`src/rtl/fx2_slavefifo_arbiter_if.sv`:
```
// ---------------------------------------------------------------------------
// fx2_slavefifo_arbiter_if
// Bundles the FX2 slave-FIFO pad-side bus and the two stream handshakes that
// the arbiter sequences.
//   master : arbiter side (drives FX2 strobes/address, rx stream, tx_ready)
//   slave  : pad logic + stream FIFOs side
// Signals
//   fx2_din/fx2_dout/fx2_doe      FD bus, split into in/out/enable
//   fx2_addr                      FIFOADR[1:0]
//   fx2_sloe/slrd/slwr/pktend     active-low FX2 strobes
//   flag_ef / flag_ff             1 = EP2 not empty / EP6 not full
//   rx_data/rx_valid/rx_ready     words read from EP2
//   tx_data/tx_valid/tx_ready     words to write to EP6
//   grant                         00 idle/turn, 01 read, 10 write, 11 flush
// ---------------------------------------------------------------------------
interface fx2_slavefifo_arbiter_if;
   logic [15:0] fx2_din;
   logic [15:0] fx2_dout;
   logic        fx2_doe;
   logic [1:0]  fx2_addr;
   logic        fx2_sloe;
   logic        fx2_slrd;
   logic        fx2_slwr;
   logic        fx2_pktend;
   logic        flag_ef;
   logic        flag_ff;
   logic [15:0] rx_data;
   logic        rx_valid;
   logic        rx_ready;
   logic [15:0] tx_data;
   logic        tx_valid;
   logic        tx_ready;
   logic [1:0]  grant;

   modport master (
      input  fx2_din, flag_ef, flag_ff, rx_ready, tx_data, tx_valid,
      output fx2_dout, fx2_doe, fx2_addr, fx2_sloe, fx2_slrd, fx2_slwr,
             fx2_pktend, rx_data, rx_valid, tx_ready, grant
   );

   modport slave (
      output fx2_din, flag_ef, flag_ff, rx_ready, tx_data, tx_valid,
      input  fx2_dout, fx2_doe, fx2_addr, fx2_sloe, fx2_slrd, fx2_slwr,
             fx2_pktend, rx_data, rx_valid, tx_ready, grant
   );
endinterface

```
`src/rtl/fx2_slavefifo_arbiter.sv`:
```
// ---------------------------------------------------------------------------
// fx2_slavefifo_arbiter
// Time-shares the FX2 synchronous slave-FIFO bus between the EP2 reader
// (host->FPGA) and the EP6 writer (FPGA->host). Sequences FIFOADR, SLOE,
// SLRD, SLWR, PKTEND and the bus turnaround between bursts. Contested grants
// alternate round-robin, the first one going to the read side.
// Ports
//   clk   FX2 interface clock (IFCLK domain), all logic on posedge
//   rst   synchronous, active-high reset
//   bus   fx2_slavefifo_arbiter_if.master (FX2 pads + rx/tx streams + grant)
// Configuration
//   FX2_PKTEND_FLUSH_EN : when defined, a partially filled EP6 packet is
//   committed with a PKTEND pulse after FLUSH_TO idle cycles (FLUSH state,
//   grant 11). When undefined, PKTEND is tied high and FLUSH_TO is absent.
// ---------------------------------------------------------------------------
module fx2_slavefifo_arbiter #(
   parameter logic [1:0] RD_ADDR   = 2'b00,
   parameter logic [1:0] WR_ADDR   = 2'b10,
   parameter int         BURST_MAX = 256,
   parameter int         TURN_CYC  = 2,
`ifdef FX2_PKTEND_FLUSH_EN
   parameter int         FLUSH_TO  = 1024,
`endif
   parameter int         PKT_WORDS = 256
) (
   input  logic                           clk,
   input  logic                           rst,
   fx2_slavefifo_arbiter_if.master        bus
);

   localparam int BW = $clog2(BURST_MAX + 1);
   localparam int WW = (PKT_WORDS > 1) ? $clog2(PKT_WORDS) : 1;
   localparam int TW = 3;
`ifdef FX2_PKTEND_FLUSH_EN
   localparam int IW = $clog2(FLUSH_TO + 1);
`endif

   typedef enum logic [2:0] {
      S_IDLE,
      S_RD_SETUP,
      S_RD_BURST,
      S_WR_SETUP,
      S_WR_BURST,
`ifdef FX2_PKTEND_FLUSH_EN
      S_FLUSH,
`endif
      S_TURN
   } state_e;

   state_e        state_q,     state_d;
   logic [1:0]    addr_q,      addr_d;
   logic          sloe_q,      sloe_d;
   logic          doe_q,       doe_d;
   logic          last_wr_q,   last_wr_d;    // 1 = previous burst belonged to the writer
   logic [BW-1:0] burst_cnt_q, burst_cnt_d;
   logic [TW-1:0] turn_cnt_q,  turn_cnt_d;
   logic [WW-1:0] wr_words_q,  wr_words_d;   // position inside the current EP6 packet
`ifdef FX2_PKTEND_FLUSH_EN
   logic          flush_ph_q,  flush_ph_d;   // 0 = address settle, 1 = PKTEND strobe
   logic [IW-1:0] idle_cnt_q,  idle_cnt_d;
`endif

   logic          rd_pend, wr_pend;
   logic          rx_valid_c, tx_ready_c;
   logic          rd_xfer, wr_xfer;
   logic [1:0]    grant_c;

   assign rd_pend = bus.flag_ef & bus.rx_ready;
   assign wr_pend = bus.flag_ff & bus.tx_valid;

   // Handshakes are combinational from the registered state so a word moves
   // in the same cycle the flag reports it; rst masks them so a reset edge
   // never completes a transfer.
   assign rx_valid_c = (state_q == S_RD_BURST) & ~rst & bus.flag_ef;
   assign tx_ready_c = (state_q == S_WR_BURST) & ~rst & bus.flag_ff;
   assign rd_xfer    = rx_valid_c & bus.rx_ready;
   assign wr_xfer    = tx_ready_c & bus.tx_valid;

   assign bus.rx_valid = rx_valid_c;
   assign bus.tx_ready = tx_ready_c;
   assign bus.fx2_slrd = ~rd_xfer;
   assign bus.fx2_slwr = ~wr_xfer;
   assign bus.rx_data  = bus.fx2_din;
   assign bus.fx2_dout = bus.tx_data;
   assign bus.fx2_doe  = doe_q;
   assign bus.fx2_addr = addr_q;
   assign bus.fx2_sloe = sloe_q;
   assign bus.grant    = grant_c;

`ifdef FX2_PKTEND_FLUSH_EN
   assign bus.fx2_pktend = ~((state_q == S_FLUSH) & flush_ph_q & ~rst);
`else
   assign bus.fx2_pktend = 1'b1;
`endif

   always_comb begin
      grant_c = 2'b00;
      case (state_q)
         S_RD_SETUP, S_RD_BURST: grant_c = 2'b01;
         S_WR_SETUP, S_WR_BURST: grant_c = 2'b10;
`ifdef FX2_PKTEND_FLUSH_EN
         S_FLUSH:                grant_c = 2'b11;
`endif
         default:                grant_c = 2'b00;
      endcase
   end

   // NOTE: every signal written here gets a default first; a path that skips
   // an assignment would otherwise infer a latch.
   always_comb begin
      state_d     = state_q;
      addr_d      = addr_q;
      sloe_d      = sloe_q;
      doe_d       = doe_q;
      last_wr_d   = last_wr_q;
      burst_cnt_d = burst_cnt_q;
      turn_cnt_d  = turn_cnt_q;
      wr_words_d  = wr_words_q;

      if (wr_xfer) begin
         // Wrap at the packet size: this is where FX2 auto-commits the packet.
         wr_words_d = (wr_words_q == WW'(PKT_WORDS - 1)) ? '0 : wr_words_q + WW'(1);
      end

`ifdef FX2_PKTEND_FLUSH_EN
      flush_ph_d = flush_ph_q;
      idle_cnt_d = idle_cnt_q;
      if ((state_q == S_IDLE) && !wr_pend && (idle_cnt_q != IW'(FLUSH_TO))) begin
         idle_cnt_d = idle_cnt_q + IW'(1);
      end
`endif

      case (state_q)
         S_IDLE: begin
`ifdef FX2_PKTEND_FLUSH_EN
            if ((idle_cnt_q == IW'(FLUSH_TO)) && (wr_words_q != '0) && bus.flag_ff) begin
               state_d    = S_FLUSH;
               addr_d     = WR_ADDR;
               flush_ph_d = 1'b0;
            end else
`endif
            if (rd_pend && (!wr_pend || last_wr_q)) begin
               state_d     = S_RD_SETUP;
               addr_d      = RD_ADDR;
               sloe_d      = 1'b0;
               doe_d       = 1'b0;
               burst_cnt_d = '0;
            end else if (wr_pend) begin
               state_d     = S_WR_SETUP;
               addr_d      = WR_ADDR;
               sloe_d      = 1'b1;
               doe_d       = 1'b1;
               burst_cnt_d = '0;
`ifdef FX2_PKTEND_FLUSH_EN
               idle_cnt_d  = '0;
`endif
            end
         end

         S_RD_SETUP: state_d = S_RD_BURST;

         S_RD_BURST: begin
            if (rd_xfer) burst_cnt_d = burst_cnt_q + BW'(1);
            // A stall only gives up the bus when the writer is waiting for it.
            if ((rd_xfer && (burst_cnt_q == BW'(BURST_MAX - 1))) ||
                !bus.flag_ef || (!bus.rx_ready && wr_pend)) begin
               state_d    = S_TURN;
               sloe_d     = 1'b1;
               doe_d      = 1'b0;
               turn_cnt_d = '0;
               last_wr_d  = 1'b0;
            end
         end

         S_WR_SETUP: state_d = S_WR_BURST;

         S_WR_BURST: begin
            if (wr_xfer) burst_cnt_d = burst_cnt_q + BW'(1);
            if ((wr_xfer && (burst_cnt_q == BW'(BURST_MAX - 1))) ||
                !bus.flag_ff || (!bus.tx_valid && rd_pend)) begin
               state_d    = S_TURN;
               sloe_d     = 1'b1;
               doe_d      = 1'b0;
               turn_cnt_d = '0;
               last_wr_d  = 1'b1;
            end
         end

`ifdef FX2_PKTEND_FLUSH_EN
         S_FLUSH: begin
            if (!flush_ph_q) begin
               flush_ph_d = 1'b1;
            end else begin
               state_d    = S_TURN;
               turn_cnt_d = '0;
               flush_ph_d = 1'b0;
               wr_words_d = '0;
               idle_cnt_d = '0;
            end
         end
`endif

         S_TURN: begin
            if (turn_cnt_q == TW'(TURN_CYC - 1)) state_d = S_IDLE;
            else                                  turn_cnt_d = turn_cnt_q + TW'(1);
         end

         default: state_d = S_IDLE;
      endcase
   end

   // NOTE: state updates use non-blocking assignments so every flop samples
   // the pre-edge values regardless of statement order.
   always_ff @(posedge clk) begin
      if (rst) begin
         state_q     <= S_IDLE;
         addr_q      <= RD_ADDR;
         sloe_q      <= 1'b1;
         doe_q       <= 1'b0;
         last_wr_q   <= 1'b1;
         burst_cnt_q <= '0;
         turn_cnt_q  <= '0;
         wr_words_q  <= '0;
`ifdef FX2_PKTEND_FLUSH_EN
         flush_ph_q  <= 1'b0;
         idle_cnt_q  <= '0;
`endif
      end else begin
         state_q     <= state_d;
         addr_q      <= addr_d;
         sloe_q      <= sloe_d;
         doe_q       <= doe_d;
         last_wr_q   <= last_wr_d;
         burst_cnt_q <= burst_cnt_d;
         turn_cnt_q  <= turn_cnt_d;
         wr_words_q  <= wr_words_d;
`ifdef FX2_PKTEND_FLUSH_EN
         flush_ph_q  <= flush_ph_d;
         idle_cnt_q  <= idle_cnt_d;
`endif
      end
   end

endmodule

```
`src/flat_wrapper.sv`:
```
// flat-port wrapper written by rule: the top's interface ports become plain ports
module fx2_slavefifo_arbiter_flat 
#(
   parameter logic [1:0] RD_ADDR   = 2'b00,
   parameter logic [1:0] WR_ADDR   = 2'b10,
   parameter int         BURST_MAX = 256,
   parameter int         TURN_CYC  = 2,

   parameter int         PKT_WORDS = 256
)
  (clk, rst, bus_fx2_din, bus_flag_ef, bus_flag_ff, bus_rx_ready, bus_tx_data, bus_tx_valid, bus_fx2_dout, bus_fx2_doe, bus_fx2_addr, bus_fx2_sloe, bus_fx2_slrd, bus_fx2_slwr, bus_fx2_pktend, bus_rx_data, bus_rx_valid, bus_tx_ready, bus_grant);
  fx2_slavefifo_arbiter_if bus_i ();
  input  logic clk;
  input  logic rst;
  input wire logic [$bits(bus_i.fx2_din)-1:0] bus_fx2_din;
  input wire logic [$bits(bus_i.flag_ef)-1:0] bus_flag_ef;
  input wire logic [$bits(bus_i.flag_ff)-1:0] bus_flag_ff;
  input wire logic [$bits(bus_i.rx_ready)-1:0] bus_rx_ready;
  input wire logic [$bits(bus_i.tx_data)-1:0] bus_tx_data;
  input wire logic [$bits(bus_i.tx_valid)-1:0] bus_tx_valid;
  output wire logic [$bits(bus_i.fx2_dout)-1:0] bus_fx2_dout;
  output wire logic [$bits(bus_i.fx2_doe)-1:0] bus_fx2_doe;
  output wire logic [$bits(bus_i.fx2_addr)-1:0] bus_fx2_addr;
  output wire logic [$bits(bus_i.fx2_sloe)-1:0] bus_fx2_sloe;
  output wire logic [$bits(bus_i.fx2_slrd)-1:0] bus_fx2_slrd;
  output wire logic [$bits(bus_i.fx2_slwr)-1:0] bus_fx2_slwr;
  output wire logic [$bits(bus_i.fx2_pktend)-1:0] bus_fx2_pktend;
  output wire logic [$bits(bus_i.rx_data)-1:0] bus_rx_data;
  output wire logic [$bits(bus_i.rx_valid)-1:0] bus_rx_valid;
  output wire logic [$bits(bus_i.tx_ready)-1:0] bus_tx_ready;
  output wire logic [$bits(bus_i.grant)-1:0] bus_grant;
  assign bus_i.fx2_din = bus_fx2_din;
  assign bus_i.flag_ef = bus_flag_ef;
  assign bus_i.flag_ff = bus_flag_ff;
  assign bus_i.rx_ready = bus_rx_ready;
  assign bus_i.tx_data = bus_tx_data;
  assign bus_i.tx_valid = bus_tx_valid;
  assign bus_fx2_dout = bus_i.fx2_dout;
  assign bus_fx2_doe = bus_i.fx2_doe;
  assign bus_fx2_addr = bus_i.fx2_addr;
  assign bus_fx2_sloe = bus_i.fx2_sloe;
  assign bus_fx2_slrd = bus_i.fx2_slrd;
  assign bus_fx2_slwr = bus_i.fx2_slwr;
  assign bus_fx2_pktend = bus_i.fx2_pktend;
  assign bus_rx_data = bus_i.rx_data;
  assign bus_rx_valid = bus_i.rx_valid;
  assign bus_tx_ready = bus_i.tx_ready;
  assign bus_grant = bus_i.grant;
  fx2_slavefifo_arbiter #(.RD_ADDR(RD_ADDR), .WR_ADDR(WR_ADDR), .BURST_MAX(BURST_MAX), .TURN_CYC(TURN_CYC), .PKT_WORDS(PKT_WORDS)) u_core (.clk(clk), .rst(rst), .bus(bus_i));
endmodule
```
`config.mk`:
```
export PLATFORM = sky130hd
export DESIGN_NAME = fx2_slavefifo_arbiter_flat
export DESIGN_NICKNAME = d
export VERILOG_FILES = /design/src/rtl/fx2_slavefifo_arbiter_if.sv /design/src/rtl/fx2_slavefifo_arbiter.sv /design/src/flat_wrapper.sv
export SDC_FILE = /design/constraint.sdc
export NUM_CORES = 1
export LEC_CHECK = 0
export CORE_UTILIZATION = 39
export DETAILED_ROUTE_END_ITERATION = 6
export HOLD_SLACK_MARGIN = 0.05
export PLACE_DENSITY = 0.81
export SLEW_MARGIN = 30
export SYNTH_ARGS = -nofsm -noshare
export SYNTH_HDL_FRONTEND = slang
export SYNTH_SLANG_ARGS = --single-unit
```
`constraint.sdc`:
```
create_clock -name clk -period 3.04 [get_ports clk]
set_clock_uncertainty 0.2 [all_clocks]
set_input_delay 0.304 -clock clk [delete_from_list [all_inputs] [get_ports clk]]
set_output_delay 0.304 -clock clk [all_outputs]
set_load 0.03 [all_outputs]
```
### Word-level counts from Yosys, hierarchy flattened

Cells that the tools add are included.

| word-level totals | value |
|---|---|
| bits in registers | 20 |
| latch bits | 0 |
| memory bits (writable) | 0 |
| memory bits (read-only) | 0 |
| input port bits | 38 |
| output and inout bits | 43 |
| memories kept | 0 |

| cells by class | value |
|---|---|
| $add $sub $neg | 2 |
| multiply operators | 0 |
| div/mod/pow operators | 0 |
| magnitude comparators | 0 |
| equal/unequal tests | 14 |
| shift operators | 0 |
| muxes and demuxes | 27 |
| bitwise gates (word level) | 11 |
| reduce and logical (&&, ||, !) cells | 28 |

Operator list:

| kind | count |
|---|---|
| 2-to-1 mux 9 bit | 4 |
| case mux 9 bit (3 select lines) | 1 |
| 2-to-1 mux 3 bit | 8 |
| case mux 3 bit (6 select lines) | 1 |
| AND reduction 4 bit | 4 |
| adder 9 x 1 -> 9 bit, second input constant | 1 |
| equality test 9 x 8 -> 1 bit, second input constant | 1 |
| case mux 3 bit (3 select lines) | 1 |
| AND 1 bit | 8 |
| equality test 3 x 1 -> 1 bit, second input constant | 2 |
| equality test 3 x 2 -> 1 bit, second input constant | 2 |
| equality test 3 bit, second input constant | 2 |
| 2-to-1 mux 1 bit | 6 |
| != test 2 x 1 -> 1 bit, second input constant | 3 |
| != test 2 bit, second input constant | 3 |
| case mux 1 bit (3 select lines) | 2 |
| nonzero test 3 bit | 2 |
| logical AND 1 bit | 5 |
| logical NOT 1 bit | 5 |
| logical OR 1 bit | 5 |
| 2-to-1 mux 2 bit | 2 |
| case mux 2 bit (2 select lines) | 1 |
| nonzero test 2 bit | 2 |
| OR reduction 2 bit | 2 |
| other kinds (7) | 9 |

### Longest topological paths before layout

Gate-level depths: netlist of run 1.

| depth | value |
|---|---|
| word-level depth | 9 |
| gate-level depth with buffers | 9 |
| depth with buffers taken out | 8 |

### Least setup slack after synthesis of run 1

No wires, ideal clock.

| path | value |
|---|---|
| path kind | flip-flop to flip-flop |
| from | register u_core.burst_cnt_q[0] (netlist name) |
| to | register u_core.addr_q[1] (netlist: u_core.bus.fx2_addr[1]) |
| arrival time | 2.040 ns |
| setup slack | 0.681 ns |
| stages on the path, launching flop included | 10 |
| path buffers | 1 |
| period minus slack after synthesis | 2.359 ns |
| cell sequence | dfxtp_1 ha_1 and3_1 and3_1 ha_1 nand3b_1 and4_4 or3_1 buf_2 o31a_1 |

RTL lines:

| element | line | RTL |
|---|---|---|
| to (signal assigned) | fx2_slavefifo_arbiter.sv:230 | `addr_q <= addr_d;` |
| to (decl) | fx2_slavefifo_arbiter.sv:51 | `logic [1:0] addr_q, addr_d;` |

### Worst setup path after layout of run 1

| path | value |
|---|---|
| from | register u_core.state_q[1] |
| to | output bus_rx_valid |

| on the way | value |
|---|---|
| longest elaborated chain between the ends | 3 |

Ends and longest elaborated chain:

| element | line | RTL |
|---|---|---|
| from (decl) | fx2_slavefifo_arbiter.sv:50 | `state_e state_q, state_d;` |
| from (signal assigned) | fx2_slavefifo_arbiter.sv:229 | `state_q <= state_d;` |
| equality test 3 x 2 -> 1 bit | fx2_slavefifo_arbiter.sv:74 | `assign rx_valid_c = (state_q == S_RD_BURST) & ~rst & bus.flag_ef;` |
| AND 1 bit (2 in series) | fx2_slavefifo_arbiter.sv:74 |  |
| to (decl) | flat_wrapper.sv:29 | `output wire logic [$bits(bus_i.rx_valid)-1:0] bus_rx_valid;` |

No other way between the ends.

==> results of run 1 <==
-- registers in the layout, summed over array words and instances (netlist names) --
name and cells:
u_core.bus.fx2_sloe 1, u_core.turn_cnt_q 3, u_core.bus.fx2_addr 1, u_core.burst_cnt_q 9
u_core.bus.fx2_doe 1, u_core.state_q 3, u_core.last_wr_q 1
-- per-layer routing --
metal | global-route usage | up-vias | part of all wire
met2 | 0.2181 | 36 | 0.42
met1 | 0.2099 | 556 | 0.48
met5 | 0 | - | 0
met4 | 0.09375 | 0 | 0.023
met3 | 0.03080 | 9 | 0.069
li1 | - | 582 | -
-- power by group through the flow --
stage / logic (mW) / registers [mW] / clock network (mW)
4_1_cts: 0.570 / 0.362 / 0.181
5_1_grt: 0.628 / 0.370 / 0.191
6_report: 0.574 / 0.364 / 0.180
3_5_place_dp: 0.565 / 0.367 / 0
3_3_place_gp: 0.556 / 0.367 / 0
2_1_floorplan: 0.502 / 0.346 / 0
-- path summary, 6_finish.rpt --
path	start	end	slack [ps]
max reg2reg	u_core.burst_cnt_q[0]$_SDFFE_PP0P_	u_core.bus.fx2_addr[1]$_SDFFE_PP0P_	510
min reg2reg	u_core.burst_cnt_q[8]$_SDFFE_PP0P_	u_core.burst_cnt_q[8]$_SDFFE_PP0P_	290
max	u_core.state_q[1]$_SDFFE_PP0P_	bus_rx_valid	260
min	u_core.burst_cnt_q[8]$_SDFFE_PP0P_	u_core.burst_cnt_q[8]$_SDFFE_PP0P_	290
-- metrics by stage --
stage | utilization | instance area (µm²)
floorplan | - | 1471
global placement | 0.4040 | 1401
detailed placement | 0.4040 | 1401
CTS | 0.4174 | 1448
global route | 0.4174 | 1448
finish | 0.4174 | 1448
-- area by class of cell --
class,instances,share of cell area
clock inverters,1,0.003457
repair buffers,19,0.1227
flip-flops and latches,19,0.2627
well taps,46,0.03976
clock buffers,3,0.02852
multi-input cells,111,0.5220
inverters,8,0.02074
-- tightest hold or removal path, stage by stage (launching register included) --
cell	delay (ps)
dfxtp_1	310
o21ai_0	70
a21oi_1	70
-- Yosys cell counts (4+ instances only) --
master,instances,area [µm²]
o21ai_0,6,30.03
dfxtp_1,19,380.4
nand3_1,6,30.03
buf_2,4,20.02
inv_1,8,30.03
nand2_1,5,18.77
nand3b_1,6,45.04
or4_1,4,30.03
nor3_1,4,20.02
a21oi_1,11,55.05
ha_1,4,50.05
o41ai_1,4,35.03
nor2_1,10,37.54
and3_1,5,31.28
o31ai_1,5,37.54
buf_4,35,262.8
-- cells by family after synthesis --
kind of cell    after synthesis
simple gates                 56
buf+inv                      51
compound gates               43
flops                        19
fa+ha+maj                     4
mux                           4
other cells                   2
xor+xnor                      2
==> impl_metrics.csv, run 1 <==
group,metric,value,unit
outcome,status,"finished clean",
floorplanning,coreArea,3468,µm²
clock_tree,clock_latency,260,ps
route,route.vias.total,1183,
sta,fin_tns_setup,0,ps
placement,placedCellCount,203,
finish,syn2layout_area_growth,-1.616,%
floorplanning,io_pins,81,
critical_path,cp_num_buf_inv,1,
power_and_ir_drop,vdd_drop_max,0.5132,mV
floorplanning,die_area,4023,µm²
floorplanning,die_y,63.43,µm
route,wl_per_cell,14.44,µm
synthesis,synthXorXnorAreaFrac,0.01190,
synthesis,yosysUniqueCellTypes,44,
power_and_ir_drop,pwr-share-seq,0.326,
synthesis,synth-async-reset-ratio,0,
sta,min_period,2777,ps
finish,layout.nets,204,
critical_path,critPathSlowestCell,"clkdlybuf4s50_1",
critical_path,worst-path-stages,4,
global_route,grt_use_total,0.1535,
critical_path,critPathLaunchType,"flop",
finish,seqCellArea,380.4,µm²
floorplanning,start_util,0.4242,
synthesis,synth-compound-area-share,0.2058,
global_route,grt_max_degree,19,
power_and_ir_drop,p_switching,495.0,µW
clock_tree,ctsHoldBuffers,0,
finish,n_antenna_cell,0,
sta,fmax,360.1,MHz
critical_path,crit_required,2540,ps
global_route,antenna_found_initial,0,
sta,setup_viol,0,
hold_path,hp-class,"flop to flop",
route,final_antenna_net_count,0,
critical_path,worstSetupPathType,"flop to output pin",
sta,period_share,0.9136,
clock_tree,cts_buffers,3,
hold_path,holdPathStages,2,
finish,multi_input_area,755.7,µm²
synthesis,ys_seq_area_frac,0.2585,
route,first_iter_violations,73,
synthesis,synth_top_family_by_area,"simple AND/OR/NAND/NOR gates",
critical_path,path_cells,"nor3b_1 > nand2_1 > nor2_1 > clkdlybuf4s50_1",
placement,pre_cts_ws,493.2,ps
synthesis,netlist_instances,181,
power_and_ir_drop,p_int,622.9,µW
synthesis,synth-simple-area-share,0.2287,
critical_path,cp_slowest_stage_delay,690,ps
finish,final.fill_count,362,
power_and_ir_drop,p_comb_frac,0.513,
synthesis,muxShareOfSynthArea,0.02806,
clock_tree,root_buffer,"clkbuf_8",
finish,layout_common_cells,"dfxtp_1, clkdlybuf4s50_1, a21oi_1",
finish,layout_commonest_cell,"dfxtp_1",
power_and_ir_drop,p_clk_frac,0.161,
clock_tree,clock-sinks,19,
route,drc,0,
floorplanning,die_w,63.43,µm
placement,port_buffers,14,
critical_path,reg2reg_depth,8,
route,drt_wl_total,2990,µm
sta,slew_violations,0,
sta,hold_viol,0,
synthesis,synthesis.nets,223,
clock_tree,cts_tree,"done",
sta,holdWs,290.8,ps
synthesis,synth_area,1471,µm²
clock_tree,cts_setup_buffers,0,
clock_tree,clockBufferDepth,2,
global_route,overflow,0,
synthesis,yosys.area_share.adder,0.03401,
synthesis,synth.avg_cell_area,8.129,µm²
clock_tree,cts_repair_resize_count,0,
critical_path,cp_top_family,"simple AND/OR/NAND/NOR gates",
synthesis,synth_ff_type,"dfxtp_1",
route,viasPerCell,5.715,
run,max_cap_viol_count,0,
synthesis,yosys_register_bits,19,
finish,stdcell_count,207,
sta,setup_slack,262.7,ps
power_and_ir_drop,totalPowerFinal,1.118,mW
clock_tree,cts.clk_slew.worst_paths,70,ps
synthesis,synth_edf_count,0,
synthesis,yosys_warnings,0,
clock_tree,htreeDepth,1,
power_and_ir_drop,power_density,772.2,nW/µm²
finish,drive_above_1_share,0.1056,
route,dr.pass1.iters,4,
power_and_ir_drop,sw_frac_of_total,0.4428,
placement,dp_hpwl,2134,µm
critical_path,cp.arrival,2270,ps
floorplanning,fp-row-count,21,
critical_path,cp_max_fo,11,
power_and_ir_drop,leakage,0.5294,nW
placement,place_congestion,0.8512,
global_route,grt_pass1_wl,4885,µm
global_route,grt_pass1_vias,1071,
critical_path,endpoint_kind,"output pin",
sta,rsz0062_at_grt,"false",
Note: power is estimated with default switching activity, not from simulation.
==> inputs of run 2 (changes only) <==
- HOLD_SLACK_MARGIN: 0.05 -> default
==> results of run 2 <==
No change in the layout: final DEF, timing and power equal those of run 1.
